<file path="src/rtl/morse_decoder.sv">
// ---------------------------------------------------------------------------
// morse_decoder
//
// Receive side of the Morse link. The serial on/off line (din) is sampled
// once per symbol-rate strobe (tick). Mark and space run lengths are measured
// in ticks and classified into dots and dashes, which are collected into a
// 4-bit pattern. The first element goes in bit 0, and a 1 marks a dash.
// When a letter gap is seen, the (element count, pattern) pair is looked up
// and mapped back to a 3-bit letter code (000=s .. 111=z).
//
// Malformed input (a mark that is neither a dot nor a dash, too many
// elements, or an unknown pattern) raises a one-clk err pulse. Apart from
// the unknown-pattern case, the receiver then waits in RESYNC for a clean
// letter gap before it accepts new marks.
//
// Ports:
//   clk           in   system clock
//   reset_n       in   synchronous active-low reset
//   tick          in   one-clk symbol-rate strobe; din is sampled only when 1
//   din           in   Morse line, 1 = on
//   letter        out  [2:0] last successfully decoded letter code
//   letter_valid  out  one-clk pulse when letter has been updated
//   err           out  one-clk pulse on a malformed or unknown letter
//   busy          out  1 while a letter is being received (state != IDLE)
// ---------------------------------------------------------------------------
module morse_decoder #(
    parameter int DOT_UNITS  = 1,  // mark length of a dot, in ticks
    parameter int DASH_UNITS = 3,  // mark length of a dash, in ticks
    parameter int GAP_UNITS  = 3,  // space ticks that terminate a letter
    parameter int MAX_ELEMS  = 4   // maximum dots+dashes per letter (<= 4)
) (
    input  logic       clk,
    input  logic       reset_n,
    input  logic       tick,
    input  logic       din,
    output logic [2:0] letter,
    output logic       letter_valid,
    output logic       err,
    output logic       busy
);

    // FSM encoding
    localparam logic [1:0] IDLE   = 2'd0;
    localparam logic [1:0] MARK   = 2'd1;
    localparam logic [1:0] SPACE  = 2'd2;
    localparam logic [1:0] RESYNC = 2'd3;

    // Parameters narrowed to the width of the counters they are compared with
    localparam logic [2:0] DOT_L  = 3'(DOT_UNITS);
    localparam logic [2:0] DASH_L = 3'(DASH_UNITS);
    localparam logic [2:0] GAP_L  = 3'(GAP_UNITS);
    localparam logic [2:0] MAX_L  = 3'(MAX_ELEMS);

    // Letter codes
    localparam logic [2:0] LTR_S = 3'd0;
    localparam logic [2:0] LTR_T = 3'd1;
    localparam logic [2:0] LTR_U = 3'd2;
    localparam logic [2:0] LTR_V = 3'd3;
    localparam logic [2:0] LTR_W = 3'd4;
    localparam logic [2:0] LTR_X = 3'd5;
    localparam logic [2:0] LTR_Y = 3'd6;
    localparam logic [2:0] LTR_Z = 3'd7;

    typedef struct packed {
        logic       hit;
        logic [2:0] code;
    } lookup_t;

    // -----------------------------------------------------------------------
    // Registers
    // -----------------------------------------------------------------------
    logic [1:0] state_q,   state_d;
    logic [2:0] run_q,     run_d;      // mark or space length, in ticks
    logic [2:0] elems_q,   elems_d;    // elements collected so far (0..4)
    logic [3:0] pattern_q, pattern_d;  // element k in bit k, 1 = dash
    logic [2:0] letter_q,  letter_d;
    logic       valid_q,   valid_d;
    logic       err_q,     err_d;

    // -----------------------------------------------------------------------
    // Pattern lookup. Unused upper pattern bits are always 0 because the
    // pattern is cleared whenever a letter starts, ends or is discarded, so
    // the full 4-bit value can be matched directly.
    // -----------------------------------------------------------------------
    function automatic lookup_t lookup(input logic [2:0] cnt, input logic [3:0] pat);
        lookup_t res;
        res.hit  = 1'b1;
        res.code = LTR_S;
        case ({cnt, pat})
            {3'd3, 4'b0000}: res.code = LTR_S;  // ...
            {3'd1, 4'b0001}: res.code = LTR_T;  // -
            {3'd3, 4'b0100}: res.code = LTR_U;  // ..-
            {3'd4, 4'b1000}: res.code = LTR_V;  // ...-
            {3'd3, 4'b0110}: res.code = LTR_W;  // .--
            {3'd4, 4'b1001}: res.code = LTR_X;  // -..-
            {3'd4, 4'b1101}: res.code = LTR_Y;  // -.--
            {3'd4, 4'b0011}: res.code = LTR_Z;  // --..
            default:         res.hit  = 1'b0;
        endcase
        return res;
    endfunction

    // Run counter increment. It saturates at 7 so that a long run can never
    // wrap around and look like a short one.
    logic [2:0] run_inc;
    assign run_inc = (run_q == 3'd7) ? 3'd7 : run_q + 3'd1;

    // Mark classification, evaluated when a mark ends (din falls)
    logic is_dot, is_dash;
    assign is_dot  = (run_q == DOT_L);
    assign is_dash = (run_q == DASH_L);

    lookup_t lk;
    assign lk = lookup(elems_q, pattern_q);

    // -----------------------------------------------------------------------
    // Next-state logic
    // -----------------------------------------------------------------------
    // NOTE: every signal driven here gets a default first, so no path leaves it unassigned and no latch is inferred.
    always_comb begin
        state_d   = state_q;
        run_d     = run_q;
        elems_d   = elems_q;
        pattern_d = pattern_q;
        letter_d  = letter_q;
        valid_d   = 1'b0;  // pulses last one clk, so they clear every cycle
        err_d     = 1'b0;

        if (tick) begin
            case (state_q)
                IDLE: begin
                    if (din) begin
                        state_d = MARK;
                        run_d   = 3'd1;
                    end
                end

                MARK: begin
                    if (din) begin
                        if (run_inc > DASH_L) begin
                            // The mark is already too long to be a dash.
                            // This sample is a 1, so the zero count starts at 0.
                            err_d     = 1'b1;
                            state_d   = RESYNC;
                            run_d     = 3'd0;
                            elems_d   = 3'd0;
                            pattern_d = 4'b0000;
                        end else begin
                            run_d = run_inc;
                        end
                    end else if (!(is_dot || is_dash) || (elems_q == MAX_L)) begin
                        // Bad mark length, or one element too many. This
                        // falling sample is already the first space tick.
                        err_d     = 1'b1;
                        state_d   = RESYNC;
                        run_d     = 3'd1;
                        elems_d   = 3'd0;
                        pattern_d = 4'b0000;
                    end else begin
                        pattern_d[elems_q[1:0]] = is_dash;
                        elems_d = elems_q + 3'd1;
                        state_d = SPACE;
                        run_d   = 3'd1;
                    end
                end

                SPACE: begin
                    if (din) begin
                        // Any gap shorter than a letter gap is an
                        // intra-letter gap.
                        state_d = MARK;
                        run_d   = 3'd1;
                    end else if (run_inc == GAP_L) begin
                        if (lk.hit) begin
                            letter_d = lk.code;
                            valid_d  = 1'b1;
                        end else begin
                            err_d = 1'b1;
                        end
                        state_d   = IDLE;
                        run_d     = 3'd0;
                        elems_d   = 3'd0;
                        pattern_d = 4'b0000;
                    end else begin
                        run_d = run_inc;
                    end
                end

                RESYNC: begin
                    // Only a clean run of GAP_UNITS zeros gets the decoder
                    // back to IDLE. No further errors are reported here.
                    if (din) begin
                        run_d = 3'd0;
                    end else if (run_inc >= GAP_L) begin
                        state_d = IDLE;
                        run_d   = 3'd0;
                    end else begin
                        run_d = run_inc;
                    end
                end

                default: begin
                    state_d   = IDLE;
                    run_d     = 3'd0;
                    elems_d   = 3'd0;
                    pattern_d = 4'b0000;
                end
            endcase
        end
    end

    // -----------------------------------------------------------------------
    // State registers. The reset is synchronous and takes priority over a tick
    // in the same cycle.
    // -----------------------------------------------------------------------
    // NOTE: sequential state uses non-blocking assignments, so every register samples its pre-edge inputs.
    always_ff @(posedge clk) begin
        if (!reset_n) begin
            state_q   <= IDLE;
            run_q     <= 3'd0;
            elems_q   <= 3'd0;
            pattern_q <= 4'b0000;
            letter_q  <= LTR_S;
            valid_q   <= 1'b0;
            err_q     <= 1'b0;
        end else begin
            state_q   <= state_d;
            run_q     <= run_d;
            elems_q   <= elems_d;
            pattern_q <= pattern_d;
            letter_q  <= letter_d;
            valid_q   <= valid_d;
            err_q     <= err_d;
        end
    end

    // -----------------------------------------------------------------------
    // Outputs
    // -----------------------------------------------------------------------
    assign letter       = letter_q;
    assign letter_valid = valid_q;
    assign err          = err_q;
    assign busy         = (state_q != IDLE);

endmodule
</file>
<file path="config.mk">
export PLATFORM = sky130hd
export DESIGN_NAME = morse_decoder
export DESIGN_NICKNAME = d
export VERILOG_FILES = /design/src/rtl/morse_decoder.sv
export SDC_FILE = /design/constraint.sdc
export NUM_CORES = 1
export LEC_CHECK = 0
export BUFFER_PORTS_ARGS = -buffer_cell sky130_fd_sc_hd__clkbuf_2
export CAP_MARGIN = 20
export CORE_MARGIN = 2
export CORE_UTILIZATION = 58
export DETAILED_ROUTE_END_ITERATION = 10
export PLACE_DENSITY = 0.84
export SLEW_MARGIN = 5
export SYNTH_ARGS = -nofsm -noshare
export SYNTH_HDL_FRONTEND = slang
export SYNTH_SLANG_ARGS = --single-unit
</file>
<file path="constraint.sdc">
create_clock -name clk -period 2.4 [get_ports clk]
set_input_delay 0.12 -clock clk [delete_from_list [all_inputs] [get_ports clk]]
set_output_delay 0.12 -clock clk [all_outputs]
set_load 0.05 [all_outputs]
</file>
; Word-level counts from Yosys, hierarchy flattened
; Cells that the tools add are included.
[word_totals]
ff_bits = 17
inputBits = 4
word_cells = 98
[op_classes]
add_sub_neg = 2
n_lt_le_gt_ge = 4
n_eq_ne = 23
n_mux = 43
bitwise = 5
n_reduce_logical = 14
[op_table]
columns = cell, n
row1 = 3-bit 2-to-1 mux, 13
row2 = 7-bit equality test (second input constant), 4
row3 = 7-bit by 6-bit equality test with 1-bit output (second input constant), 3
row4 = 3-bit one-hot mux with 7 select lines, 1
row5 = 4-bit 2-to-1 mux, 5
row6 = 2-bit 2-to-1 mux, 7
row7 = 3-bit one-hot mux with 4 select lines, 1
row8 = 1-bit 2-to-1 mux, 10
row9 = 2-bit != test (second input constant), 5
row10 = 5-bit AND reduction, 2
row11 = 2-bit one-hot mux with 4 select lines, 1
row12 = 4-bit one-hot mux with 2 select lines, 1
row13 = 8-bit OR reduction, 1
row14 = 7-bit by 5-bit equality test with 1-bit output (second input constant), 1
row15 = 3-bit by 1-bit adder with 3-bit output (second input constant), 2
row16 = 3-bit by 2-bit equality test with 1-bit output (second input constant), 2
row17 = 3-bit equality test (second input constant), 2
row18 = 3-bit != test (second input constant), 2
row19 = 3-bit one-hot mux with 2 select lines, 1
row20 = 6-bit AND reduction, 1
row21 = 1-bit NOT, 5
row22 = 5-bit OR reduction, 1
row23 = 4-bit bitwise mux, 1
row24 = 2-bit equality test (second input constant), 2
row25 = 14 further kinds, 17

; Depth between registers and ports, before layout
; Gate-level depths: netlist of the first run.
[depth]
word_depth = 8
mapped_depth = 8
depth_no_buf = 7

; Least setup slack after synthesis of the first run
; Ideal clock, no wire load.
[synth_path]
kind = reg2reg
from = reg run_q[0]
to = reg elems_q[0]
arrival_time_ns = 2.006
required_time_ns = 2.330
setup_slack_ns = 0.324
path_stages_with_launch = 9
cell_sequence = dfxtp_1 ha_1 or2_1 buf_6 nor4_4 o221ai_2 buf_6 or3_1 a21oi_1
[synth_between]
elab_chain_cells = 7
word_cells_on_any_way = 16
[synth_rtl]
columns = item, line_no
row1 = start: declaration, 73  ; logic [2:0] run_q, run_d;
row2 = start signal: assignment, 228  ; run_q <= run_d;
row3 = branches (longest 7 deep; another with 3-bit by 1-bit adder with 3-bit output), -
row4 = end signal: assignment, 229  ; elems_q <= elems_d;
row5 = end: declaration, 74  ; logic [2:0] elems_q, elems_d;
; Several ways; the timed one is not identified.
; A chain may end at the register's enable or synchronous reset.

; Final worst setup path of the first run
[layout_path]
from = reg run_q[0]
to = reg pattern_q[3]
[layout_between]
elab_chain_cells = 7
word_cells_on_any_way = 17
[layout_rtl]
columns = item, line_no
row1 = branches (longest 7 deep; another with 3-bit by 1-bit adder with 3-bit output), -
row2 = end signal: assignment, 230  ; pattern_q <= pattern_d;
row3 = end: declaration, 75  ; logic [3:0] pattern_q, pattern_d;
; Several ways; the timed one is not identified.

==> results of run 1 <==
## critical path, cell delays in order (launching register included)
cell,delay [ps]
dfxtp_1,410
ha_1,250
or2_1,320
nor4_4,310
o221ai_2,260
or3_1,440
a21oi_1,150
## power groups by stage
stage                     clock network, mW  registers [mW]  logic (mW)
final                                 0.155           0.295      0.0960
after CTS                             0.156           0.295      0.0951
after floorplan                           0           0.300      0.0737
after global placement                    0           0.301      0.0918
after detailed placement                  0           0.301      0.0942
after global routing                  0.171           0.296       0.108
## area by class of cell
cell class                 instances  area (um2)
clock buffer                       4        26.3
fill                             177         672
inverter                          12        45.0
multi-input combinational        116         772
sequential                        17         340
tap                               27        33.8
timing repair buffer              10        52.6
## cell usage after synthesis, types with 2 or more instances
master    count
ha_1         12
o211ai_1      2
or3_1         4
o21ai_0      11
clkbuf_1      3
a21boi_0      2
buf_6         2
a21oi_1      13
a31oi_1       2
o32ai_1       2
and2_1        2
nand2_1      13
nor2_1       18
dfxtp_1      17
inv_1        12
nor2b_1       7
a211oi_1      2
nand3_1       4
mux2i_1       2
o21a_1        2
## cells by family after synthesis
kind of cell	Yosys count
simple gates	56
xor+xnor	1
buf+inv	17
compound gates	45
mux	2
flops	17
fa+ha+maj	12
## routing by layer
| metal | up-vias | GRT usage | routed length (um) |
|---|---|---|---|
| met5 | - | 0 | 0 |
| met4 | 0 | 0.0667 | 58 |
| met3 | 11 | 0.0368 | 150 |
| met2 | 40 | 0.385 | 1140 |
| met1 | 529 | 0.290 | 1130 |
| li1 | 549 | - | - |
## stage by stage
step / std cells / cell area [um2] / hold WS (ps)
final: 186 / 1270 / 130
after global routing: 186 / 1270 / 149
after CTS: 186 / 1270 / 133
after detailed placement: 182 / 1240 / 445
after global placement: 182 / 1240 / 440
after floorplan: 150 / 1190 / 261
## state kept, by name, summed over array words and instances, names as in the netlist
register	flops
letter	3
state_q	2
run_q	3
pattern_q	4
elems_q	3
letter_valid	1
err	1
## worst max-delay path by stage
stage	depth (start not counted)	start	endpoint	slack, ps
global placement	6	run_q[0]$_SDFFE_PN0P_	pattern_q[3]$_SDFFE_PN0P_	340
detailed placement	6	run_q[0]$_SDFFE_PN0P_	pattern_q[3]$_SDFFE_PN0P_	260
CTS	6	run_q[0]$_SDFFE_PN0P_	pattern_q[3]$_SDFFE_PN0P_	230
floorplan	8	run_q[0]$_SDFFE_PN0P_	elems_q[0]$_SDFFE_PN0P_	320
finish	6	run_q[0]$_SDFFE_PN0P_	pattern_q[3]$_SDFFE_PN0P_	200
global route	6	run_q[0]$_SDFFE_PN0P_	elems_q[1]$_SDFFE_PN0P_	50
==> impl_metrics.py, run 1 <==
metrics = {
    "floorplan": {
        "pin_count": 10,
        "die_area_um2": 2430,
        "die_y_um": 49.3,
        "start_util": 0.613,
        "num_rows": 16,
        "die_w_um": 49.3,
        "core_area_um2": 1940,
    },
    "sta": {
        "slew_violations": 0,
        "fin_crit_sh": 0.916,
        "skew_ps": 2.86,
        "tns_ps": 0,
        "fin_crit_ps": 2200,
        "finalHoldViolCount": 0,
        "timing.final.ws_setup_ps": 201,
        "setup_viol_count_final": 0,
        "relSlewSlack": 0.607,
        "max_freq_mhz": 455,
        "rsz0062_at_grt": "false",
        "worstMarginPinSlew_ps": 584,
    },
    "setup_path": {
        "rr_startpoint": "run_q[0]$_SDFFE_PN0P_",
        "required_ps": 2620,
        "rr_endpoint": "pattern_q[3]$_SDFFE_PN0P_",
        "reg2reg_slack_ps": 200,
        "end_kind": "register",
        "worstPathArrival_ps": 2420,
        "start_kind": "register",
        "critPathMaxFanout": 11,
        "r2r_cells": 6,
        "critical_path_class": "register to register",
    },
    "pwr": {
        "switching_power_uw": 163,
        "p_int_uw": 383,
        "p_leak_nw": 0.459,
        "peakVddDrop_uv": 326,
        "finalPower_uw": 546,
        "combPwrFrac": 0.176,
        "swShare": 0.298,
        "power_frac_clock": 0.284,
        "power_frac_seq": 0.540,
        "power_density_nw_per_um2": 430,
    },
    "global_route": {
        "gr-total-overflow": 0,
        "grt_pass1_wl_um": 4340,
        "grt_pass1_vias": 953,
        "grt_use_total": 0.226,
        "antenna_found_initial": 0,
        "grt_max_degree": 12,
    },
    "logic_synthesis": {
        "yosysWarnings": 0,
        "synth_top_family_by_area": "compound AO/OA/AOI/OAI gates",
        "synth_area_um2": 1190,
        "synthSimpleGateAreaFrac": 0.245,
        "synth_area_leaders": "dfxtp_1 29%, ha_1 13%, nor2_1 5.7%",
        "synthCells": 150,
        "synth_top_area_frac": 0.286,
        "syn-num-nets": 166,
        "yosysTopAreaCell": "dfxtp_1",
        "synth_edf_count": 0,
        "synth_compound_area_frac": 0.253,
        "async_flop_share": 0,
        "synth_flop_cell": "dfxtp_1",
        "synthAdderAreaFrac": 0.126,
        "synth.area.mux_share": 0.0168,
        "synth-seq-cells": 17,
        "synth_cell_types": 38,
        "ys_seq_area_frac": 0.286,
        "synth-xor-area-share": 0.00735,
        "syn_area_per_cell_um2": 7.94,
    },
    "finish": {
        "syn_to_final_growth_pct": 6.62,
        "diodes": 0,
        "fin_util": 0.654,
        "nets": 176,
        "layout_common_cells": "18 x nor2_1, 17 x dfxtp_1, 13 x a21oi_1, 13 x nand2_1",
        "drive_gt1_frac": 0.107,
        "mostFrequentLayoutCell": "nor2_1",
    },
    "placed_design": {
        "hpwl_um": 1880,
        "preCtsSetupSlack_ps": 264,
        "port_buffers": 9,
        "place_congestion": 0.942,
    },
    "clock_network": {
        "postCtsSetupBuffers": 0,
        "clock-sinks": 17,
        "clk_pin_slew_ps": 100,
        "cts_tree": "done",
        "cts_buffers": 3,
        "root_buffer": "clkbuf_4",
        "cts_resized": 0,
        "clk_latency_ps": 290,
        "hold_buffers": 0,
        "htreeDepth": 1,
        "cts.path.max_buffers": 2,
    },
    "routing": {
        "drtIter0Drc": 51,
        "vias": 1129,
        "drc": 0,
        "ant_nets": 0,
        "routed_wirelength_um": 2480,
        "first_pass_iters": 4,
        "vias_per_cell": 6.07,
        "wire_per_inst_um": 13.3,
    },
    "min_path": {
        "hold_start": "reset_n",
        "whs_path_depth": 2,
        "whs_endpoint": "letter[2]$_SDFFE_PN0P_",
        "hold_class": "primary input to register",
    },
    "run": {
        "max_cap_viol_count": 0,
    },
    "status": {
        "status": "completed",
    },
}
Power figures use the tool's default switching activity.
==> run 2: changes to the inputs <==
Settings changed: CORE_MARGIN 2 to 1.5, CORE_UTILIZATION 58 to 53, PLACE_DENSITY 0.84 to 0.78.
==> impl_metrics.py, run 2 (synthesis gave the netlist of run 1 again) <==
metrics = {
    "status": {
        "status": "completed",
    },
    "routing": {
        "drc": 0,
        "vias": 1114,
        "wire_per_inst_um": 14.0,
        "routed_wirelength_um": 2610,
        "drtIter0Drc": 32,
        "ant_nets": 0,
        "vias_per_cell": 5.99,
        "first_pass_iters": 4,
    },
    "sta": {
        "max_freq_mhz": 445,
        "skew_ps": 9.52,
        "worstMarginPinSlew_ps": 611,
        "fin_crit_ps": 2250,
        "setup_viol_count_final": 0,
        "finalHoldViolCount": 0,
        "slew_violations": 0,
        "fin_crit_sh": 0.936,
        "relSlewSlack": 0.588,
        "tns_ps": 0,
        "rsz0062_at_grt": "false",
    },
    "global_route": {
        "grt_max_degree": 12,
        "grt_pass1_vias": 1086,
        "grt_use_total": 0.236,
        "antenna_found_initial": 0,
        "grt_pass1_wl_um": 4620,
        "gr-total-overflow": 0,
    },
    "setup_path": {
        "required_ps": 2590,
        "critical_path_class": "register to register",
        "critPathMaxFanout": 7,
        "worstPathArrival_ps": 2440,
        "start_kind": "register",
        "end_kind": "register",
    },
    "finish": {
        "nets": 176,
        "mostFrequentLayoutCell": "nor2_1",
        "largest_register_ffs": 4,
        "finalInstanceArea_um2": 1280,
        "layout_common_cells": "18 x nor2_1, 17 x dfxtp_1, 13 x a21oi_1, 13 x nand2_1",
        "regMostFlops": "pattern_q",
        "syn_to_final_growth_pct": 7.56,
        "drive_gt1_frac": 0.107,
        "diodes": 0,
    },
    "clock_network": {
        "clk_pin_slew_ps": 110,
        "postCtsSetupBuffers": 0,
        "cts_tree": "done",
        "hold_buffers": 0,
        "cts.path.max_buffers": 2,
        "htreeDepth": 1,
        "clock-sinks": 17,
        "cts_buffers": 3,
        "clk_latency_ps": 300,
        "root_buffer": "clkbuf_4",
    },
    "floorplan": {
        "die_y_um": 50.4,
        "die_w_um": 50.4,
        "start_util": 0.583,
        "die_area_um2": 2540,
        "pin_count": 10,
        "core_area_um2": 2040,
        "num_rows": 16,
    },
    "placed_design": {
        "place_congestion": 0.877,
        "port_buffers": 9,
        "hpwl_um": 2020,
        "dpl-instance-area_um2": 1240,
    },
    "pwr": {
        "power_density_nw_per_um2": 436,
        "p_leak_nw": 0.461,
        "peakVddDrop_uv": 307,
    },
    "min_path": {
        "hold_class": "primary input to register",
    },
    "run": {
        "max_cap_viol_count": 0,
    },
}
[run 2: cell count changes in the layout (fill, tap and decap cells not counted)]
cell      change
o221ai_2      -1
o221ai_4      +1
[run 2: final cells by class]
type	count	area [um2]
Fill cell	192	761
Multi-Input combinational cell	116	783
Timing Repair Buffer	10	52.6
Clock buffer	4	26.3
Inverter	12	45.0
Tap cell	27	33.8
Sequential cell	17	340
[run 2: metal layers]
metal	track usage	wire [um]	share of wire	vias to the layer above
met4	0.0766	35	0.013	0
met1	0.294	1210	0.46	518
li1	-	-	-	553
met5	0	0	0	-
met2	0.417	1240	0.48	38
met3	0.0327	118	0.045	5
[run 2: report_power, final]
part	internal [mW]	total, mW	switching (mW)
logic	0.0351	0.105	0.0700
clock network	0.0647	0.159	0.0947
registers	0.287	0.294	0.00660
total	0.387	0.558	0.171
[run 2: worst max-delay path: stages, from the launching register on]
cell	delay [ps]
dfxtp_1	460
ha_1	330
or2_1	350
o21ai_0	210
a2111oi_2	500
mux2i_1	240
nor2_1	50
[run 2: per-stage QoR]
stage,cells,power (mW),util,hold slack [ps],setup WS [ps]
2_1_floorplan,150,0.374,-,261,324
3_3_place_gp,182,0.397,0.609,437,298
3_5_place_dp,182,0.400,0.609,451,176
4_1_cts,186,0.556,0.622,128,150
5_1_grt,186,0.584,0.627,146,15.0
6_report,186,0.558,0.627,137,152
[run 2: final timing paths]
path,from,endpoint,slack (ps),cells after the start
worst max register to register,run_q[0]$_SDFFE_PN0P_,state_q[1]$_SDFFE_PN0P_,150,6
worst min register to register,letter[1]$_SDFFE_PN0P_,letter[1]$_SDFFE_PN0P_,480,2
worst min-delay path,reset_n,letter[2]$_SDFFE_PN0P_,140,2
worst max-delay path,run_q[0]$_SDFFE_PN0P_,state_q[1]$_SDFFE_PN0P_,150,6
[run 2: what timing repair did]
action                                  4_1_cts  5_1_grt
gates resized for setup                       0        1
endpoints found under the setup margin        0        3
hold endpoints to repair                      0        0
